$ cat config.mk
export PLATFORM = sky130hd
export DESIGN_NAME = iq_window_ctrl_flat
export DESIGN_NICKNAME = d
export VERILOG_FILES = /design/src/rtl/iq_window_if.sv /design/src/rtl/iq_window_ctrl.sv /design/src/flat_wrapper.sv
export SDC_FILE = /design/constraint.sdc
export NUM_CORES = 1
export LEC_CHECK = 0
export ABC_AREA = 1
export CAP_MARGIN = 10
export CORE_MARGIN = 1.5
export CORE_UTILIZATION = 25
export CTS_CLUSTER_SIZE = 28
export DETAILED_ROUTE_END_ITERATION = 16
export SYNTH_ARGS = -nofsm -noshare
export SYNTH_HDL_FRONTEND = slang
export SYNTH_SLANG_ARGS = --single-unit
$ cat constraint.sdc
create_clock -name clk -period 4.65 [get_ports clk]
set_input_delay 0.93 -clock clk [delete_from_list [all_inputs] [get_ports clk]]
set_output_delay 0.93 -clock clk [all_outputs]
set_load 0.03 [all_outputs]
$ cat src/rtl/iq_window_if.sv
// Upstream instruction stream into the issue-window sequencer: valid/ready
// handshake with an 8-bit instruction and a window-close (flush) strobe.
interface iq_window_if;
    logic       in_valid;
    logic       in_ready;
    logic [7:0] in_instr;
    logic       flush;

    modport master (output in_valid, output in_instr, output flush, input in_ready);
    modport slave  (input in_valid, input in_instr, input flush, output in_ready);
endinterface

$ cat src/rtl/iq_window_ctrl.sv
// Issue-window sequencer: fills a 4-entry window from the upstream stream, builds
// the static RAW matrix, runs the scheduler until every slot retires, then clears.
module iq_window_ctrl #(
    parameter int TIMEOUT_CYC = 64,
    parameter int TO_W        = 7,
    parameter int CNT_W       = 16
) (
    input  logic              clk,
    input  logic              reset,
    iq_window_if.slave        up,
    input  logic [3:0]        retire_onehot,
    output logic              sch_enable,
    output logic              sched_reset,
    output logic [31:0]       instr_flat,
    output logic [3:0]        valid_bits,
    output logic [15:0]       raw_flat,
    output logic              busy,
    output logic              timeout_err,
    output logic [CNT_W-1:0]  windows_done
);

    typedef enum logic [1:0] {
        FILL  = 2'd0,
        BUILD = 2'd1,
        RUN   = 2'd2,
        CLEAR = 2'd3
    } state_t;

    state_t           state_q,    state_d;
    logic [2:0]       fill_cnt_q, fill_cnt_d;
    logic [31:0]      instr_q,    instr_d;
    logic [3:0]       valid_q,    valid_d;
    logic [15:0]      raw_q,      raw_d;
    logic [3:0]       done_q,     done_d;
    logic [TO_W-1:0]  wd_q,       wd_d;
    logic             timeout_q,  timeout_d;
    logic [CNT_W-1:0] windows_q,  windows_d;

    logic       xfer;
    logic [3:0] new_ret;

    assign up.in_ready   = (state_q == FILL);
    assign sch_enable    = (state_q == RUN);
    assign sched_reset   = (state_q == CLEAR);
    assign busy          = (state_q != FILL);
    assign instr_flat    = instr_q;
    assign valid_bits    = valid_q;
    assign raw_flat      = raw_q;
    assign timeout_err   = timeout_q;
    assign windows_done  = windows_q;

    assign xfer    = up.in_valid && (state_q == FILL);
    assign new_ret = retire_onehot & valid_q;

    always_comb begin
        // NOTE: every variable gets a default first so no path can infer a latch.
        state_d    = state_q;
        fill_cnt_d = fill_cnt_q;
        instr_d    = instr_q;
        valid_d    = valid_q;
        raw_d      = raw_q;
        done_d     = done_q;
        wd_d       = wd_q;
        timeout_d  = timeout_q;
        windows_d  = windows_q;

        unique case (state_q)
            FILL: begin
                if (xfer) begin
                    instr_d[{fill_cnt_q[1:0], 3'b000} +: 8] = up.in_instr;
                    valid_d[fill_cnt_q[1:0]]                = 1'b1;
                    fill_cnt_d                              = fill_cnt_q + 3'd1;
                end
                // A flush on an empty window has nothing to close and is dropped.
                if ((xfer && fill_cnt_q == 3'd3) ||
                    (up.flush && (fill_cnt_q != 3'd0 || xfer))) begin
                    state_d = BUILD;
                end
            end

            BUILD: begin
                for (int i = 0; i < 4; i++) begin
                    for (int j = 0; j < 4; j++) begin
                        raw_d[4*j+i] = (j < i) && valid_q[j] && valid_q[i] &&
                                       ((instr_q[8*j +: 2] == instr_q[8*i+4 +: 2]) ||
                                        (instr_q[8*j +: 2] == instr_q[8*i+2 +: 2]));
                    end
                end
                state_d = RUN;
            end

            RUN: begin
                done_d = done_q | new_ret;
                if (done_d == valid_q) begin
                    windows_d = windows_q + CNT_W'(1);
                    state_d   = CLEAR;
                end else begin
                    wd_d = (new_ret != 4'd0) ? '0 : wd_q + TO_W'(1);
                    if (wd_d == TO_W'(TIMEOUT_CYC)) begin
                        timeout_d = 1'b1;
                        state_d   = CLEAR;
                    end
                end
            end

            CLEAR: begin
                fill_cnt_d = '0;
                instr_d    = '0;
                valid_d    = '0;
                raw_d      = '0;
                done_d     = '0;
                wd_d       = '0;
                state_d    = FILL;
            end

            default: state_d = FILL;
        endcase
    end

    // NOTE: sequential state uses non-blocking assignments so every flop samples pre-edge values.
    always_ff @(posedge clk) begin
        if (reset) begin
            state_q    <= FILL;
            fill_cnt_q <= '0;
            instr_q    <= '0;
            valid_q    <= '0;
            raw_q      <= '0;
            done_q     <= '0;
            wd_q       <= '0;
            timeout_q  <= 1'b0;
            windows_q  <= '0;
        end else begin
            state_q    <= state_d;
            fill_cnt_q <= fill_cnt_d;
            instr_q    <= instr_d;
            valid_q    <= valid_d;
            raw_q      <= raw_d;
            done_q     <= done_d;
            wd_q       <= wd_d;
            timeout_q  <= timeout_d;
            windows_q  <= windows_d;
        end
    end

endmodule

$ cat src/flat_wrapper.sv
// flat-port wrapper written by rule: the top's interface ports become plain ports
module iq_window_ctrl_flat 
#(
    parameter int TIMEOUT_CYC = 64,
    parameter int TO_W        = 7,
    parameter int CNT_W       = 16
)
  (clk, reset, retire_onehot, sch_enable, sched_reset, instr_flat, valid_bits, raw_flat, busy, timeout_err, windows_done, up_in_valid, up_in_instr, up_flush, up_in_ready);
  iq_window_if up_i ();
  input  logic clk;
  input  logic reset;
  input  logic [3:0] retire_onehot;
  output logic sch_enable;
  output logic sched_reset;
  output logic [31:0] instr_flat;
  output logic [3:0] valid_bits;
  output logic [15:0] raw_flat;
  output logic busy;
  output logic timeout_err;
  output logic [CNT_W-1:0] windows_done;
  input wire logic [$bits(up_i.in_valid)-1:0] up_in_valid;
  input wire logic [$bits(up_i.in_instr)-1:0] up_in_instr;
  input wire logic [$bits(up_i.flush)-1:0] up_flush;
  output wire logic [$bits(up_i.in_ready)-1:0] up_in_ready;
  assign up_i.in_valid = up_in_valid;
  assign up_i.in_instr = up_in_instr;
  assign up_i.flush = up_flush;
  assign up_in_ready = up_i.in_ready;
  iq_window_ctrl #(.TIMEOUT_CYC(TIMEOUT_CYC), .TO_W(TO_W), .CNT_W(CNT_W)) u_core (.clk(clk), .reset(reset), .up(up_i), .retire_onehot(retire_onehot), .sch_enable(sch_enable), .sched_reset(sched_reset), .instr_flat(instr_flat), .valid_bits(valid_bits), .raw_flat(raw_flat), .busy(busy), .timeout_err(timeout_err), .windows_done(windows_done));
endmodule
* Word-level counts from Yosys, hierarchy flattened
Cells that the tools add are included.
** Word-level totals
- Flip-flop bits (word level) :: 85
- Input port bits :: 16
- Output and inout bits :: 73
- Logic and storage cells :: 97
** Cells by class
- $add $sub $neg :: 4
- $lt $le $gt $ge :: 2
- Eq/ne operators :: 22
- Shifts and indexed selects :: 2
- Mux-type cells :: 18
- Bitwise gates (word level) :: 4
- Reductions and logical operators :: 36
** Operators by type and width (count)
- $pmux W32 S2 :: 1
- $bwmux W32 :: 1
- $mux W32 :: 1
- $pmux W16 S2 :: 1
- $shift A8 B7 Y32 const A :: 1
- $shiftx A8 B7 Y32 :: 1
- $eq A2 B2 Y1 :: 12
- $add A16 B1 Y16 const B :: 1
- $logic_and A1 B1 Y1 :: 16
- $pmux W4 S2 :: 2
- $mux W7 :: 2
- $pmux W7 S2 :: 1
- $logic_or A1 B1 Y1 :: 8
- $or A4 B4 Y4 :: 2
- $pmux W2 S4 :: 1
- $reduce_and A2 Y1 :: 4
- $reduce_bool A2 Y1 :: 4
- $add A7 B1 Y7 const B :: 1
- $eq A7 B7 Y1 const B :: 1
- $neg A5 Y7 :: 1
- $mux W2 :: 3
- $pmux W3 S2 :: 1
- $and A4 B4 Y4 :: 1
- $eq A2 B2 Y1 const B :: 2
- 18 further kinds :: 19

* Depth between registers and ports, before layout
Gate-level depths: netlist of run 1.
- Depth after elaboration :: 7
- Gate-level depth with buffers :: 12
- Mapped depth without buffers :: 12

* Worst setup path after synthesis of run 1
No wires, ideal clock.
- Path kind :: reg2out
- From :: register u_core.state_q[0]
- To :: output port busy
- Arrival :: 1091 ps
- Required time :: 3720 ps
- Setup slack :: 2629 ps
- Stages on the path, launching flop included :: 4
- Path buffers :: 0
- Path through :: dfxtp_1 -> inv_1 -> ha_1 -> inv_1
** Between the ends
- Word-level cells in the longest chain between the ends :: 1
** Ends and longest elaborated chain
- start, declared :: RTL line iq_window_ctrl.sv:29 : state_t state_q, state_d;
- start signal, assigned :: RTL line iq_window_ctrl.sv:133 : state_q <= state_d;
- $reduce_bool A2 Y1 :: RTL line iq_window_ctrl.sv:45 : assign busy = (state_q != FILL);
- end, declared :: RTL line flat_wrapper.sv:18 : output logic busy;
Every way passes these cells.

* Final worst setup path of run 1
- From :: register u_core.state_q[0]
- To :: output port sch_enable
** Between the ends
- Word-level cells in the longest chain between the ends :: 1
** Ends and longest elaborated chain
- $eq A2 B2 Y1 :: RTL line iq_window_ctrl.sv:43 : assign sch_enable = (state_q == RUN);
- end, declared :: RTL line flat_wrapper.sv:13 : output logic sch_enable;
Every way passes these cells.

==> impl_metrics.toml, run 1 <==
[min_path]
worstHoldStart = "u_core.timeout_err"
min_path_cells = 2
hold_path_class = "flip-flop to flip-flop"
hold_end = "u_core.timeout_err"

[cts]
cts-resized-gates = 0
clock_path_buffers = 2
root_buffer = "clkbuf_16"
cts_max_level = 3
post-cts-setup-buffers = 0
cts_buffers = 9
cts_tree = "yes"
hold_buffers = 0
clk_pin_slew_ns = 0.06
cts_sinks = 75
clk_latency_ns = 0.33

[setup_path]
reg2reg_depth = 8
crit_path_end_kind = "output port"
rr_startpoint = "u_core.state_q[0]"
required_ns = 3.72
start_kind = "flip-flop"
path_class = "flip-flop to output port"
cp.arrival_ns = 1.99
crit_fanout = 8
reg2reg_to = "u_core.instr_flat[26]"
reg2reg_slack_ns = 2.43

[placed_design]
gp_congestion = 0.853
dp_hpwl_mm = 8.13
placed_cells = 780
io_buffers = 78

[synthesis]
netlist_instances = 533
synth_compound_area_share_pct = 17.0
ys_ff_latch = 75
yosysWarningCount = 0
synthAdderAreaFrac_pct = 3.87
ys_seq_area_share_pct = 38.7
synth.avg_cell_area_sq_um = 7.27
synthMuxAreaShare_pct = 0
synth_cell_types = 35
synth-xor-area-share_pct = 7.91
synth-simple-area-share_pct = 23.3
syn_area_sq_um = 3880
synth_top_family_by_area = "simple AND/OR/NAND/NOR gates"

[power]
p_leak_nw = 2.05
power_mw = 2.48
powerDensity_nw_per_um2 = 491
peakVddDrop_mv = 0.205

[grt]
grt_max_degree = 40
grt.total_usage_pct = 14.0
grt-busiest-layer = "met2"
grt_pass1_wl_mm = 18.0
met3_usage_pct = 3.27
grt_use_met2_pct = 21.6
grt_use_met1_pct = 19.3
antenna_found_initial = 0
grt_pass1_vias = 3468
grt_overflow = 0

[timing]
rsz0062_at_grt = "no"
worstMarginPinSlew_ns = 1.10
hold_viol = 0
setup_viol = 0
slew_headroom_pct = 26.9
skew_ns = 0.00611
fin_setup_tns_ns = 0
max_freq_mhz = 343
slew_violations = 0
fin_hold_ws_ns = 0.451
fin_crit_sh_pct = 62.7
fin_crit_ns = 2.92

[die]
die_x_um = 128
core_sq_um = 15100
die_area_sq_um = 16300
die_h_um = 128
ioPinCount = 89
start_util_pct = 25.6
rows = 45

[cells_and_area]
nFillCells = 1616
final_core_utilization_pct = 33.4
finalNetCount = 631
n_antenna_cell = 0
drive_gt1_share_pct = 4.78
areaGrowthSynthToFinish_pct = 30.6
multi_input_area_sq_um = 2060
final_cells = 795
ff_latch_area_sq_um = 1500

[detailed_routing]
drtIter0Drc = 232
wire_per_inst_um = 13.7
viasPerCell = 4.57
drc = 0
ant_nets = 0
first_pass_iters = 4
totalWireLength_mm = 10.9
num_vias = 3637

[run]
cap_viol_max_count = 0

[outcome]
status = "finished clean"
[logic make-up (layout without fill, tap and decap cells)]
kind of cell / count (synthesis) / count (layout)
adder cells (fa/ha/maj): 12 / 12
AO/OA/AOI/OAI: 120 / 120
flip-flops: 75 / 75
AND/OR/NAND/NOR: 213 / 213
XOR/XNOR: 35 / 35
buffers and inverters: 77 / 142
other: 1 / 10
[synthesized netlist by cell type (all sizes together)]
master	count	area share (%)
a21oi	61	7.9
buf	19	3.4
clkbuf	10	0.97
clkinv	1	0.13
conb	1	0.097
dfxtp	75	39
ha	12	3.9
inv	47	4.6
nand2	107	11
nand3	47	6.1
nand3b	1	0.19
nand4	1	0.16
nor2	45	4.6
nor3	10	1.4
nor4	1	0.16
o211a	5	1.3
o21a	1	0.19
o21ai	43	5.9
o21bai	2	0.39
o22ai	6	0.97
o31ai	2	0.39
or2	1	0.16
xnor2	5	1.1
xor2	30	6.8
[stage by stage]
step                      instance area [sq um]  setup WS, ns
after floorplan                            3910          2.63
after global placement                     4770          1.70
after detailed placement                   4770          1.72
after CTS                                  5060          1.72
after global routing                       5060          1.66
final                                      5060          1.73
[critical path, stage by stage (launching register included)]
cell and delay, ns:
dfxtp_1 0.34, inv_1 0.11, ha_1 0.44, clkdlybuf4s50_1 0.76
[registers in the layout, indices dropped and copies added, names as in the netlist]
signal / count
u_core.done_q: 4
u_core.raw_flat: 6
u_core.timeout_err: 1
u_core.windows_done: 16
u_core.instr_flat: 32
u_core.state_q: 2
u_core.wd_q: 7
u_core.valid_bits: 4
u_core.fill_cnt_q: 3
[per-layer routing]
| layer | vias up | wire [um] |
|---|---|---|
| met5 | - | 0 |
| met2 | 91 | 4810 |
| met3 | 13 | 580 |
| met1 | 1651 | 5370 |
| met4 | 0 | 166 |
| li1 | 1882 | - |
[power by group]
| group | switching, mW | leakage [nW] | internal [mW] |
|---|---|---|---|
| registers | 0.108 | 0.608 | 0.724 |
| clock network | 0.255 | 0.146 | 0.441 |
| logic | 0.629 | 1.29 | 0.328 |
[worst max path at each step]
| stage | cells after the start | startpoint | endpoint | slack, ns |
|---|---|---|---|---|
| 3_5_place_dp | 5 | reset | u_core.valid_bits[2] | 1.72 |
| 4_1_cts | 3 | u_core.state_q[0] | sch_enable | 1.72 |
| 3_3_place_gp | 5 | reset | u_core.valid_bits[3] | 1.70 |
| 5_1_grt | 3 | u_core.state_q[0] | sch_enable | 1.66 |
| 2_1_floorplan | 3 | u_core.state_q[0] | busy | 2.63 |
| 6_report | 3 | u_core.state_q[0] | sch_enable | 1.73 |
[cells in the final DEF (no fill, tap or decap)]
master             n
or2_2              1
nor2_1            42
o21ai_2            1
dfxtp_1           75
nand4_1            1
o31ai_1            2
nor3_1             9
clkinv_2           2
nor3_2             1
nand3_1           47
ha_1              12
buf_4              1
xnor2_1            5
o211a_1            5
nand2_2            1
a21oi_1           61
inv_1             42
bufinv_16          1
nand2_4            1
nor4_1             1
nor2_2             3
o21a_1             1
clkbuf_8           2
o21ai_0           38
conb_1            10
clkbuf_16          9
clkdlybuf4s50_1   78
xor2_1            30
o21bai_1           2
nand3b_1           1
o21ai_4            1
clkbuf_1           2
nand2_1          105
o21ai_1            3
o22ai_1            6
inv_2              5
[cell type report]
type	instances	area share, %
multi-input combinational	390	40.7
sequential	75	29.7
timing repair buffer	79	15.6
clock buffer	13	5.14
tap	188	4.65
inverter	48	3.58
clock inverter	2	0.692
No activity file was read; power rests on OpenSTA's default activity.
==> run 2: changes to the inputs <==
Clock period 4.65 ns to 2.6 ns, I/O delays scaled along.
==> impl_metrics.toml, run 2 (same netlist as run 1, synthesis figures left out) <==
[setup_path]
rr_startpoint = "u_core.state_q[0]"
critical-path-top-delay-family = "buffers and inverters"
cp_num_buf_inv = 1
path_class = "flip-flop to output port"
crit_chain = "ha_1, clkdlybuf4s50_1"
crit_fanout = 9
start_kind = "flip-flop"
cp.depth = 2
reg2reg_depth = 8
required_ns = 2.08
crit_path_end_kind = "output port"
startpoint = "u_core.state_q[0]"
cp.arrival_ns = 1.94
slowest_stage = "clkdlybuf4s50_1"
cp_slowest_stage_delay_ns = 0.76

[power]
p_seq_share_pct = 32.5
peakVddDrop_mv = 0.413
internal_power_mw = 2.60
power_mw = 4.41
powerDensity_nw_per_um2 = 867
clkPwrFrac_pct = 26.9
power_frac_comb_pct = 40.6
p_sw_mw = 1.81
power.share.switching_pct = 41.1
p_leak_nw = 2.07

[timing]
fin_crit_sh_pct = 94.7
fin_crit_ns = 2.46
skew_ns = 0.00663
slew_headroom_pct = 60.0
hold_viol = 0
max_freq_mhz = 406
fin_hold_ws_ns = 0.451
slew_violations = 0
fin_setup_tns_ns = 0
rsz0062_at_grt = "no"
fin_ws_ns = 0.138
setup_viol = 0
worstMarginPinSlew_ns = 0.596

[placed_design]
gp_congestion = 0.837
place_area_sq_um = 4810
dp_hpwl_mm = 8.23
dp_slack_ns = 0.325
io_buffers = 78

[die]
core_sq_um = 15100
die_area_sq_um = 16300
ioPinCount = 89
die_h_um = 128
start_util_pct = 25.6
die_x_um = 128
rows = 45

[cts]
cts_sinks = 75
clk_pin_slew_ns = 0.06
clock_path_buffers = 2
cts_tree = "yes"
post-cts-setup-buffers = 0
cts_max_level = 3
cts_buffers = 9
root_buffer = "clkbuf_16"
cts-resized-gates = 0
clk_latency_ns = 0.34
hold_buffers = 0

[detailed_routing]
num_vias = 3687
drtIter0Drc = 281
first_pass_iters = 4
viasPerCell = 4.60
wire_per_inst_um = 13.7
drc = 0
ant_nets = 0
totalWireLength_mm = 11.0

[cells_and_area]
final_area_sq_um = 5090
n_antenna_cell = 0
largest_register_ffs = 32
drive_gt1_share_pct = 6.19
finalNetCount = 637
final_common_cell = "nand2_1"
layout_common_cells = "105 x nand2_1, 78 x clkdlybuf4s50_1, 75 x dfxtp_1, 61 x a21oi_1, 47 x nand3_1"
areaGrowthSynthToFinish_pct = 31.3

[outcome]
status = "finished clean"

[run]
cap_viol_max_count = 0

[grt]
grt_max_degree = 29
grt_pass1_vias = 3384
antenna_found_initial = 0
grt_overflow = 0
grt_pass1_wl_mm = 17.6
grt.total_usage_pct = 13.8

[min_path]
hold_path_class = "flip-flop to flip-flop"
worstHoldStart = "u_core.timeout_err"
min_path_cells = 2
run 2: power groups by stage:
stage / Clock (mW) / Combinational, mW / Sequential (mW)
final: 1.19 / 1.79 / 1.44
after global routing: 1.28 / 1.94 / 1.46
after CTS: 1.22 / 1.80 / 1.44
after detailed placement: 0 / 1.79 / 1.46
after global placement: 0 / 1.79 / 1.46
after floorplan: 0 / 1.03 / 1.64
run 2: metal layers:
layer	vias up	global-route usage (%)	wire length (um)
li1	1894	-	-
met1	1673	19.5	5440
met2	105	20.4	4750
met3	15	3.22	601
met5	-	0	0
met4	0	5.15	191
run 2: area by class of cell:
class | instances | area [sq um]
fillers | 1599 | 10100
multi-input cells | 390 | 2060
flip-flops and latches | 75 | 1500
repair buffers | 85 | 833
clock buffers | 11 | 253
well taps | 188 | 235
inverters | 48 | 181
clock inverters | 5 | 27.5
run 2: stage by stage:
step	std cells	util, %
after CTS	802	33.6
after global placement	786	31.8
final	802	33.6
after global routing	802	33.6
after floorplan	542	-
after detailed placement	786	31.8
run 2: final timing paths:
check | endpoint | slack [ns]
worst min register to register | u_core.timeout_err | 0.45
worst min-delay path | u_core.timeout_err | 0.45
worst max register to register | u_core.instr_flat[25] | 0.39
worst max-delay path | sched_reset | 0.14
run 2: worst register-to-register path, stage by stage (launching register included):
cell and delay [ns]:
dfxtp_1 0.38, ha_1 0.46, inv_2 0.15, o21ai_4 0.27
nand2_1 0.15, nand2_1 0.31, inv_1 0.16, a21oi_1 0.17
nor2_1 0.05
